===== config.mk =====
export PLATFORM = sky130hd
export DESIGN_NAME = pipe_stage_reg
export DESIGN_NICKNAME = d
export VERILOG_FILES = /design/src/rtl/pipe_pkg.sv /design/src/rtl/pipe_sat_cnt.sv /design/src/rtl/pipe_stage_reg.sv
export SDC_FILE = /design/constraint.sdc
export NUM_CORES = 1
export LEC_CHECK = 0
export BUFFER_PORTS_ARGS = -buffer_cell sky130_fd_sc_hd__buf_2
export CELL_PAD_IN_SITES_DETAIL_PLACEMENT = 2
export CELL_PAD_IN_SITES_GLOBAL_PLACEMENT = 2
export CORE_MARGIN = 4
export CORE_UTILIZATION = 32
export DETAILED_ROUTE_END_ITERATION = 8
export MAX_ROUTING_LAYER = met4
export PLACE_DENSITY = 0.95
export SLEW_MARGIN = 10
export SYNTH_ARGS = -nofsm -noshare
export SYNTH_HDL_FRONTEND = slang
export SYNTH_SLANG_ARGS = --single-unit

===== constraint.sdc =====
create_clock -name clk -period 4.2 [get_ports clk]
set_input_delay 1.05 -clock clk [delete_from_list [all_inputs] [get_ports clk]]
set_output_delay 1.05 -clock clk [all_outputs]
set_load 0.01 [all_outputs]

===== src/rtl/pipe_pkg.sv =====
// Shared widths, control-struct typedefs and helpers for the pipeline-boundary registers.
// Optional skid buffer in pipe_stage_reg is enabled with the PIPE_STAGE_SKID_EN macro.
package pipe_pkg;

    typedef enum logic [1:0] {
        SKID_EMPTY = 2'd0,
        SKID_ONE   = 2'd1,
        SKID_TWO   = 2'd2
    } skid_state_e;

    typedef struct packed {
        logic       we_pc;
    } if_id_ctrl_t;

    typedef struct packed {
        logic [2:0] alu_ctrl;
        logic       alu_src;
        logic       reg_dst;
        logic       we_reg;
        logic       we_dm;
        logic       dm2reg;
        logic       mult_we;
        logic       branch;
        logic       jump;
        logic       jal;
        logic       jr;
        logic [1:0] hilo_sel;
        logic       shift_sel;
    } id_ex_ctrl_t;

    typedef struct packed {
        logic we_reg;
        logic we_dm;
        logic dm2reg;
        logic jal;
        logic mult_we;
    } ex_mem_ctrl_t;

    typedef struct packed {
        logic we_reg;
        logic dm2reg;
        logic jal;
        logic mult_we;
    } mem_wb_ctrl_t;

    // pc_plus4 + instr / pc + rd1 + rd2 + imm + instr / alu_out + wd_dm + pc_plus4 / rd_dm + alu_out + pc_plus4
    localparam int IF_ID_DATA_W  = 64;
    localparam int ID_EX_DATA_W  = 160;
    localparam int EX_MEM_DATA_W = 96;
    localparam int MEM_WB_DATA_W = 96;

    localparam int IF_ID_CTRL_W  = $bits(if_id_ctrl_t);
    localparam int ID_EX_CTRL_W  = $bits(id_ex_ctrl_t);
    localparam int EX_MEM_CTRL_W = $bits(ex_mem_ctrl_t);
    localparam int MEM_WB_CTRL_W = $bits(mem_wb_ctrl_t);

    // Add 0..3 to a counter of up to 32 bits, clamping at max_val.
    function automatic logic [31:0] sat_add(input logic [31:0] cnt,
                                            input logic [1:0]  inc,
                                            input logic [31:0] max_val);
        logic [32:0] sum;
        sum = {1'b0, cnt} + {31'd0, inc};
        return (sum > {1'b0, max_val}) ? max_val : sum[31:0];
    endfunction

endpackage


===== src/rtl/pipe_sat_cnt.sv =====
// Saturating event counter with synchronous clear and a 0..2 increment per cycle.
module pipe_sat_cnt
    import pipe_pkg::*;
#(
    parameter int CNT_W = 16
) (
    input  logic             clk,
    input  logic             rst_n,
    input  logic             clr,
    input  logic [1:0]       inc,
    output logic [CNT_W-1:0] cnt
);

    localparam logic [CNT_W-1:0] CNT_ONES = '1;

    // Clear beats a same-cycle increment.
    always_ff @(posedge clk or negedge rst_n) begin
        if (!rst_n) begin
            cnt <= '0;
        end else if (clr) begin
            cnt <= '0;
        end else if (inc != 2'd0) begin
            cnt <= CNT_W'(sat_add(32'(cnt), inc, 32'(CNT_ONES)));
        end
    end

endmodule


===== src/rtl/pipe_stage_reg.sv =====
// Reusable pipeline-boundary register: valid/ready handshake, flush, stall/flush counters.
// Define PIPE_STAGE_SKID_EN to add a skid entry and make in_ready a registered signal.
module pipe_stage_reg
    import pipe_pkg::*;
#(
    parameter int DATA_W     = 32,
    parameter int CTRL_W     = ID_EX_CTRL_W,
    parameter int CNT_W      = 16,
    parameter bit CLEAR_DATA = 1'b1
) (
    input  logic              clk,
    input  logic              rst_n,
    input  logic              in_valid,
    output logic              in_ready,
    input  logic [DATA_W-1:0] in_data,
    input  logic [CTRL_W-1:0] in_ctrl,
    input  logic              flush,
    output logic              out_valid,
    input  logic              out_ready,
    output logic [DATA_W-1:0] out_data,
    output logic [CTRL_W-1:0] out_ctrl,
    input  logic              clr_cnt,
    output logic [CNT_W-1:0]  stall_cnt,
    output logic [CNT_W-1:0]  flush_cnt
);

    skid_state_e       state;
    logic [DATA_W-1:0] main_data, skid_data;
    logic [CTRL_W-1:0] main_ctrl, skid_ctrl;
    logic              xfer_in, xfer_out;
    logic              load_main_in, load_main_skid, load_skid;
    logic [1:0]        held_cnt;

`ifdef PIPE_STAGE_SKID_EN
    localparam bit SKID_EN = 1'b1;
    assign in_ready = rst_n && (state != SKID_TWO);
`else
    localparam bit SKID_EN = 1'b0;
    assign in_ready = rst_n && !flush && (out_ready || !out_valid);
`endif

    assign out_valid = (state != SKID_EMPTY);
    assign out_data  = main_data;
    assign out_ctrl  = main_ctrl;

    // With the skid entry in_ready ignores flush, so a flushed accept is dropped here.
    assign xfer_in        = in_valid && in_ready && !flush;
    assign xfer_out       = out_valid && out_ready;
    assign load_main_in   = xfer_in && ((state == SKID_EMPTY) || (state == SKID_ONE && out_ready));
    assign load_skid      = SKID_EN && xfer_in && (state == SKID_ONE) && !out_ready;
    assign load_main_skid = !flush && (state == SKID_TWO) && out_ready;
    assign held_cnt       = {state == SKID_TWO, state == SKID_ONE};

    // Occupancy and control payload; control is kept zero for every empty entry.
    always_ff @(posedge clk or negedge rst_n) begin
        if (!rst_n) begin
            state     <= SKID_EMPTY;
            main_ctrl <= '0;
            skid_ctrl <= '0;
        end else if (flush) begin
            state     <= SKID_EMPTY;
            main_ctrl <= '0;
            skid_ctrl <= '0;
        end else begin
            case (state)
                SKID_EMPTY: if (load_main_in) state <= SKID_ONE;
                SKID_ONE: begin
                    if (load_skid)               state <= SKID_TWO;
                    else if (xfer_out && !xfer_in) state <= SKID_EMPTY;
                end
                SKID_TWO:   if (load_main_skid) state <= SKID_ONE;
                default:    state <= SKID_EMPTY;
            endcase
            if (load_main_in)              main_ctrl <= in_ctrl;
            else if (load_main_skid)       main_ctrl <= skid_ctrl;
            else if (xfer_out && !xfer_in) main_ctrl <= '0;
            if (load_skid)                 skid_ctrl <= in_ctrl;
            else if (load_main_skid)       skid_ctrl <= '0;
        end
    end

    // Payload path: cleared on reset/flush only when CLEAR_DATA, otherwise it simply holds.
    generate
        if (CLEAR_DATA) begin : g_data_clr
            always_ff @(posedge clk or negedge rst_n) begin
                if (!rst_n) begin
                    main_data <= '0;
                    skid_data <= '0;
                end else if (flush) begin
                    main_data <= '0;
                    skid_data <= '0;
                end else begin
                    if (load_main_in)        main_data <= in_data;
                    else if (load_main_skid) main_data <= skid_data;
                    if (load_skid)           skid_data <= in_data;
                end
            end
        end else begin : g_data_hold
            always_ff @(posedge clk) begin
                if (load_main_in)        main_data <= in_data;
                else if (load_main_skid) main_data <= skid_data;
                if (load_skid)           skid_data <= in_data;
            end
        end
    endgenerate

    pipe_sat_cnt #(.CNT_W(CNT_W)) u_stall_cnt (
        .clk   (clk),
        .rst_n (rst_n),
        .clr   (clr_cnt),
        .inc   ({1'b0, out_valid && !out_ready}),
        .cnt   (stall_cnt)
    );

    pipe_sat_cnt #(.CNT_W(CNT_W)) u_flush_cnt (
        .clk   (clk),
        .rst_n (rst_n),
        .clr   (clr_cnt),
        .inc   (flush ? held_cnt : 2'd0),
        .cnt   (flush_cnt)
    );

endmodule


-- Word-level counts from Yosys, hierarchy flattened
Cells that the tools add are included.
Widths: inputs -> output; s select.
- flip-flop bits (word level): 98
- memory bits (writable): 0
- latch bits: 0
- ROM bits: 0
- memories kept: 0
- input bits: 54
- output and inout bits: 82
- mux-type cells: 21
- shifts and indexed selects: 0
- equal/unequal tests: 5
- bitwise operators: 0
- reduce and logical (&&, ||, !) cells: 26
- add/sub/neg operators: 2
- multiply operators: 0
- $lt $le $gt $ge: 2
- div/mod/pow operators: 0
- operators with widths (cell ; count):
    $mux 16 ; 12
    $mux 32 ; 3
    $gt 17x16->1 const B ; 2
    $add 16x1->17 ; 1
    $add 16x2->17 ; 1
    $logic_and 1x1->1 ; 11
    $mux 2 ; 5
    $reduce_bool 2->1 ; 5
    $ne 3x3->1 const B ; 2
    $pmux 2 s3 ; 1
    $logic_not 1->1 ; 4
    $reduce_bool 4->1 ; 1
    $ne 3x2->1 const B ; 1
    $reduce_and 3->1 ; 1
    $reduce_bool 3->1 ; 1
    $eq 2x1->1 const B ; 1
    $eq 2x2->1 const B ; 1
    $logic_not 2->1 ; 1
    $logic_or 1x1->1 ; 2

-- Longest topological paths before layout
- depth in word-level cells: 12
- mapped depth: 10
- mapped depth without buffers: 8

-- Cells and area by module
A second synthesis with hierarchy kept.
- cells, all modules: 308
- area, all modules: 3915.0 um^2
- by module, submodules not included (module ; cells an instance ; instances ; area each (um^2)):
    pipe_stage_reg ; 117 ; 1 ; 1773.0
    pipe_sat_cnt (u_stall_cnt) ; 96 ; 1 ; 1076.0
    pipe_sat_cnt (u_flush_cnt) ; 95 ; 1 ; 1066.0

-- Worst setup path after synthesis
OpenSTA, ideal clock, no wires.
- path kind: input -> register
- start point: input port flush
- end point: register u_flush_cnt.cnt[6]
- data arrival time: 2792 ps
- stages on the path: 10
- required time: 4106 ps
- path slack: 1314 ps
- library setup time: 94 ps
- path through: buf_2 -> nand2_1 -> inv_1 -> ha_1 -> nand4_2 -> or2_2 -> or2_1 -> buf_4 -> and2_1 -> a211oi_1
- cells in the longest elaborated chain, start to end: 6
- elaborated cells between the ends (all ways): 8
- ends and longest elaborated chain (what ; line ; source):
    start, declared ; pipe_stage_reg.sv:17 ; input logic flush,
    $mux 2 * ; pipe_stage_reg.sv:119 ; .inc (flush ? held_cnt : 2'd0),
    $add 16x2->17 ; pipe_pkg.sv:62 ; sum = {1'b0, cnt} + {31'd0, inc};
    $gt 17x16->1 ; pipe_pkg.sv:63 ; return (sum > {1'b0, max_val}) ? max_val : sum[31:0];
    $mux 16 ; pipe_pkg.sv:63 ;
    $mux 16 ; pipe_sat_cnt.sv:22 ; end else if (inc != 2'd0) begin
    $mux 16 ; pipe_sat_cnt.sv:20 ; end else if (clr) begin
    end signal, assigned ; pipe_sat_cnt.sv:23 ; cnt <= CNT_W'(sat_add(32'(cnt), inc, 32'(CNT_ONES)));
    end, declared ; pipe_sat_cnt.sv:11 ; output logic [CNT_W-1:0] cnt
Mark *: on every way between the ends. The rest lies on a longest branch, timed or not. The select of a mux whose other input is x is not followed.
A chain may end at the register's enable or synchronous reset.

-- Worst setup path after layout
- start point: input port out_ready
- end point: output port in_ready
- cells in the longest elaborated chain, start to end: 2
- ends and longest elaborated chain (what ; line ; source):
    start, declared ; pipe_stage_reg.sv:19 ; input logic out_ready,
    $logic_or 1x1->1 ; pipe_stage_reg.sv:39 ; assign in_ready = rst_n && !flush && (out_ready || !out_valid);
    $logic_and 1x1->1 ; pipe_stage_reg.sv:39 ;
    end, declared ; pipe_stage_reg.sv:14 ; output logic in_ready,
No other way between the ends.

==> key figures <==
Logic synthesis
  • Mean Syn Cell Area: 10.1 um^2
  • Synth Instances: 367
  • Yosys reg bits: 81
  • Synth Flop Type: dfrtp_1
  • EDFF count, synth: 0
  • Yosys cell types: 47
  • Synth Cell Area: 0.00372 mm^2
  • Synth warn: 0
  • Share of the synthesized area in the top cell type: 54.5%
  • Area leader, netlist: dfrtp_1
  • Async SR Flop Fraction: 100%
  • Syn_nets: 425
  • Main area contributors after synthesis: dfrtp_1 54%, nand2b_1 5.5%, o21ai_0 4.3%
  • Seq/Total Area, Yosys: 54.5%

Global routing
  • GRT Total Usage: 18.9%
  • Initial antenna violation count: 0
  • Residual overflow from global routing: 0
  • Largest net degree at the start of global routing: 82
  • Number of global-route vias before repair: 3711
  • Global-route wire length before repair: 19.7 mm

Clocking
  • CTS HTree Levels: 3
  • CTS tree: done
  • Setup Fix Bufs, Post-CTS: 0
  • Post-cts hold buffer count: 0
  • Clk buf depth: 2
  • Root Driver: clkbuf_16
  • Later-pin clock latency in the skew report: 0.33 ns
  • Reg clk slew, reported paths: 0.06 ns
  • # clock sinks: 81
  • Post_cts resized: 0
  • Inserted Clock Buffers: 9

Timing
  • Final Max Tran Viols: 0
  • Slew HR: 29.2%
  • Unrepaired setup endpoints after global routing: false
  • Clk_skew: 0.0108 ns
  • Final setup vio count: 0
  • Period utilization: 71.5%
  • Worst Hold Margin: 0.495 ns
  • Worst-Margin Slew: 1.06 ns
  • Total Neg Setup Slack: 0 ns
  • Final Hold Viols: 0
  • Max Freq: 0.333 GHz
  • Min cycle time layout: 3.00 ns

Power and ir drop
  • Pwr Density: 370 mW/mm^2
  • Overall power: 1.77 mW
  • Leakage: 2.38 nW
  • VDD IR max: 0.188 mV

Min path
  • Min-Delay Endpoint: out_ctrl[15]
  • Hold depth: 1
  • Hold_sp: out_ctrl[15]
  • Hold crit path type: reg2reg

Routing
  • DRT antenna net count: 0
  • Iter 0 DRT Violations: 211
  • DRC Markers: 0
  • Vias: 3375
  • DRT Pass-1 Iters: 4
  • WL per Instance: 18.9 um
  • Via density: 5.26
  • Drt total wl: 12.2 mm

Critical path
  • Crit Reg-Reg Startpoint: state[0]
  • CP arrival: 1.95 ns
  • Startpoint Class: input port
  • Worst reg2reg path depth: 8
  • Crit path max-delay family: simple AND/OR/NAND/NOR gates
  • Data required time of the worst path: 3.15 ns
  • Critical path class: in2out
  • R2r endpoint: u_flush_cnt.cnt[4]
  • Critical path buffer and inverter count: 3
  • CP max-delay cell: nor3b_1
  • CP max stage delay: 0.27 ns
  • CP most frequent cell: buf_2
  • Cells along the critical path: buf_2 -> nand2b_2 -> inv_2 -> nor3b_1 -> buf_2
  • Largest fanout on the critical path: 10
  • Endpoint type of the worst setup path: output port
  • Internal reg-to-reg setup slack: 1.63 ns

Run
  • Maxcap violations: 0

Floorplan
  • Initial Util: 32.6%
  • Rows: 39
  • Horiz. Die Dim: 116 um
  • Vert. Die Dim: 116 um
  • Core ar.: 0.0114 mm^2
  • Die Area: 0.0134 mm^2
  • I/O pin total: 136

Cells and area
  • Nets@finish: 552
  • Most frequent cells in the layout: 134 x buf_2, 81 x dfrtp_1, 40 x nand2_1, 33 x nand2b_1, 32 x o21ai_0
  • P&R area growth vs syn: 28.6%
  • ANT cells: 0
  • Commonest non-fill, non-tap cell in the layout: buf_2
  • Filler cells: 1261
  • Layout cell share with drive strength beyond 1: 33.9%

Status
  • Outcome: completed

Place
  • Gpl congestion: 0.797
  • Port-buffer cells: 135
  • Detail Placement HPWL: 8.80 mm
## layer usage
metal  GRT usage [%]  share of wire (%)  up-vias  routed length [um]
met2            31.8                 49      101                5920
li1                -                  -     1552                   -
met5               -                  0        -                   0
met4            4.72               0.92        0                 112
met3            3.34                6.3       11                 761
met1            23.7                 44     1711                5380
## cells in the mapped netlist (4+ instances only)
master,count
dfrtp_1,81
nand2_1,40
nand2b_1,33
o21ai_0,32
nor2_1,28
nor3_1,17
a22o_1,16
a211oi_1,14
nand3_1,11
a31oi_1,10
clkbuf_1,10
buf_2,8
a21oi_1,7
and3_1,6
o21bai_1,5
ha_1,4
inv_1,4
## stage by stage
stage,setup WS (ns),util [%],instances,area (um^2)
after floorplan,1.31,-,367,3720
after global placement,1.06,39.3,626,4480
after detailed placement,0.971,39.3,626,4480
after CTS,1.19,41.9,642,4780
after global routing,1.10,41.9,642,4780
final,1.20,41.9,642,4780
## where the power goes
part           internal, mW  switching [mW]
sequential            0.805          0.0170
clock                 0.465           0.338
combinational        0.0588          0.0886
## area by class of cell
type / count / area [um^2] / area share (%)
clock buffer: 9 / 225 / 4.71
clock inverter: 7 / 77.6 / 1.62
inverter: 5 / 18.8 / 0.392
multi-input combinational: 259 / 1560 / 32.5
sequential: 81 / 2030 / 42.4
tap: 143 / 179 / 3.74
timing repair buffer: 138 / 701 / 14.6
## flip-flops by register name (all words and copies together) (netlist names)
| name | cells |
|---|---|
| u_stall_cnt.cnt | 16 |
| out_ctrl | 16 |
| state | 1 |
| u_flush_cnt.cnt | 16 |
| out_data | 32 |
## cells by family after synthesis
kind of cell,synth area share (%)
and+or+nand+nor,23.3
AOI/OAI and AO/OA,16.4
DFF,54.5
buffers and inverters,3.70
adders and majority gates,1.35
muxes,0.807
## worst max-delay path by stage
stage,cells after the start,from,slack [ns],end
final,5,out_ready,1.20,in_ready
after global routing,8,out_ready,1.10,u_stall_cnt.cnt[11]
after CTS,5,out_ready,1.19,in_ready
after detailed placement,8,out_ready,0.97,u_stall_cnt.cnt[11]
after global placement,8,out_ready,1.06,u_stall_cnt.cnt[11]
after floorplan,10,flush,1.31,u_flush_cnt.cnt[6]
Note: power is estimated with default switching activity, not from simulation.
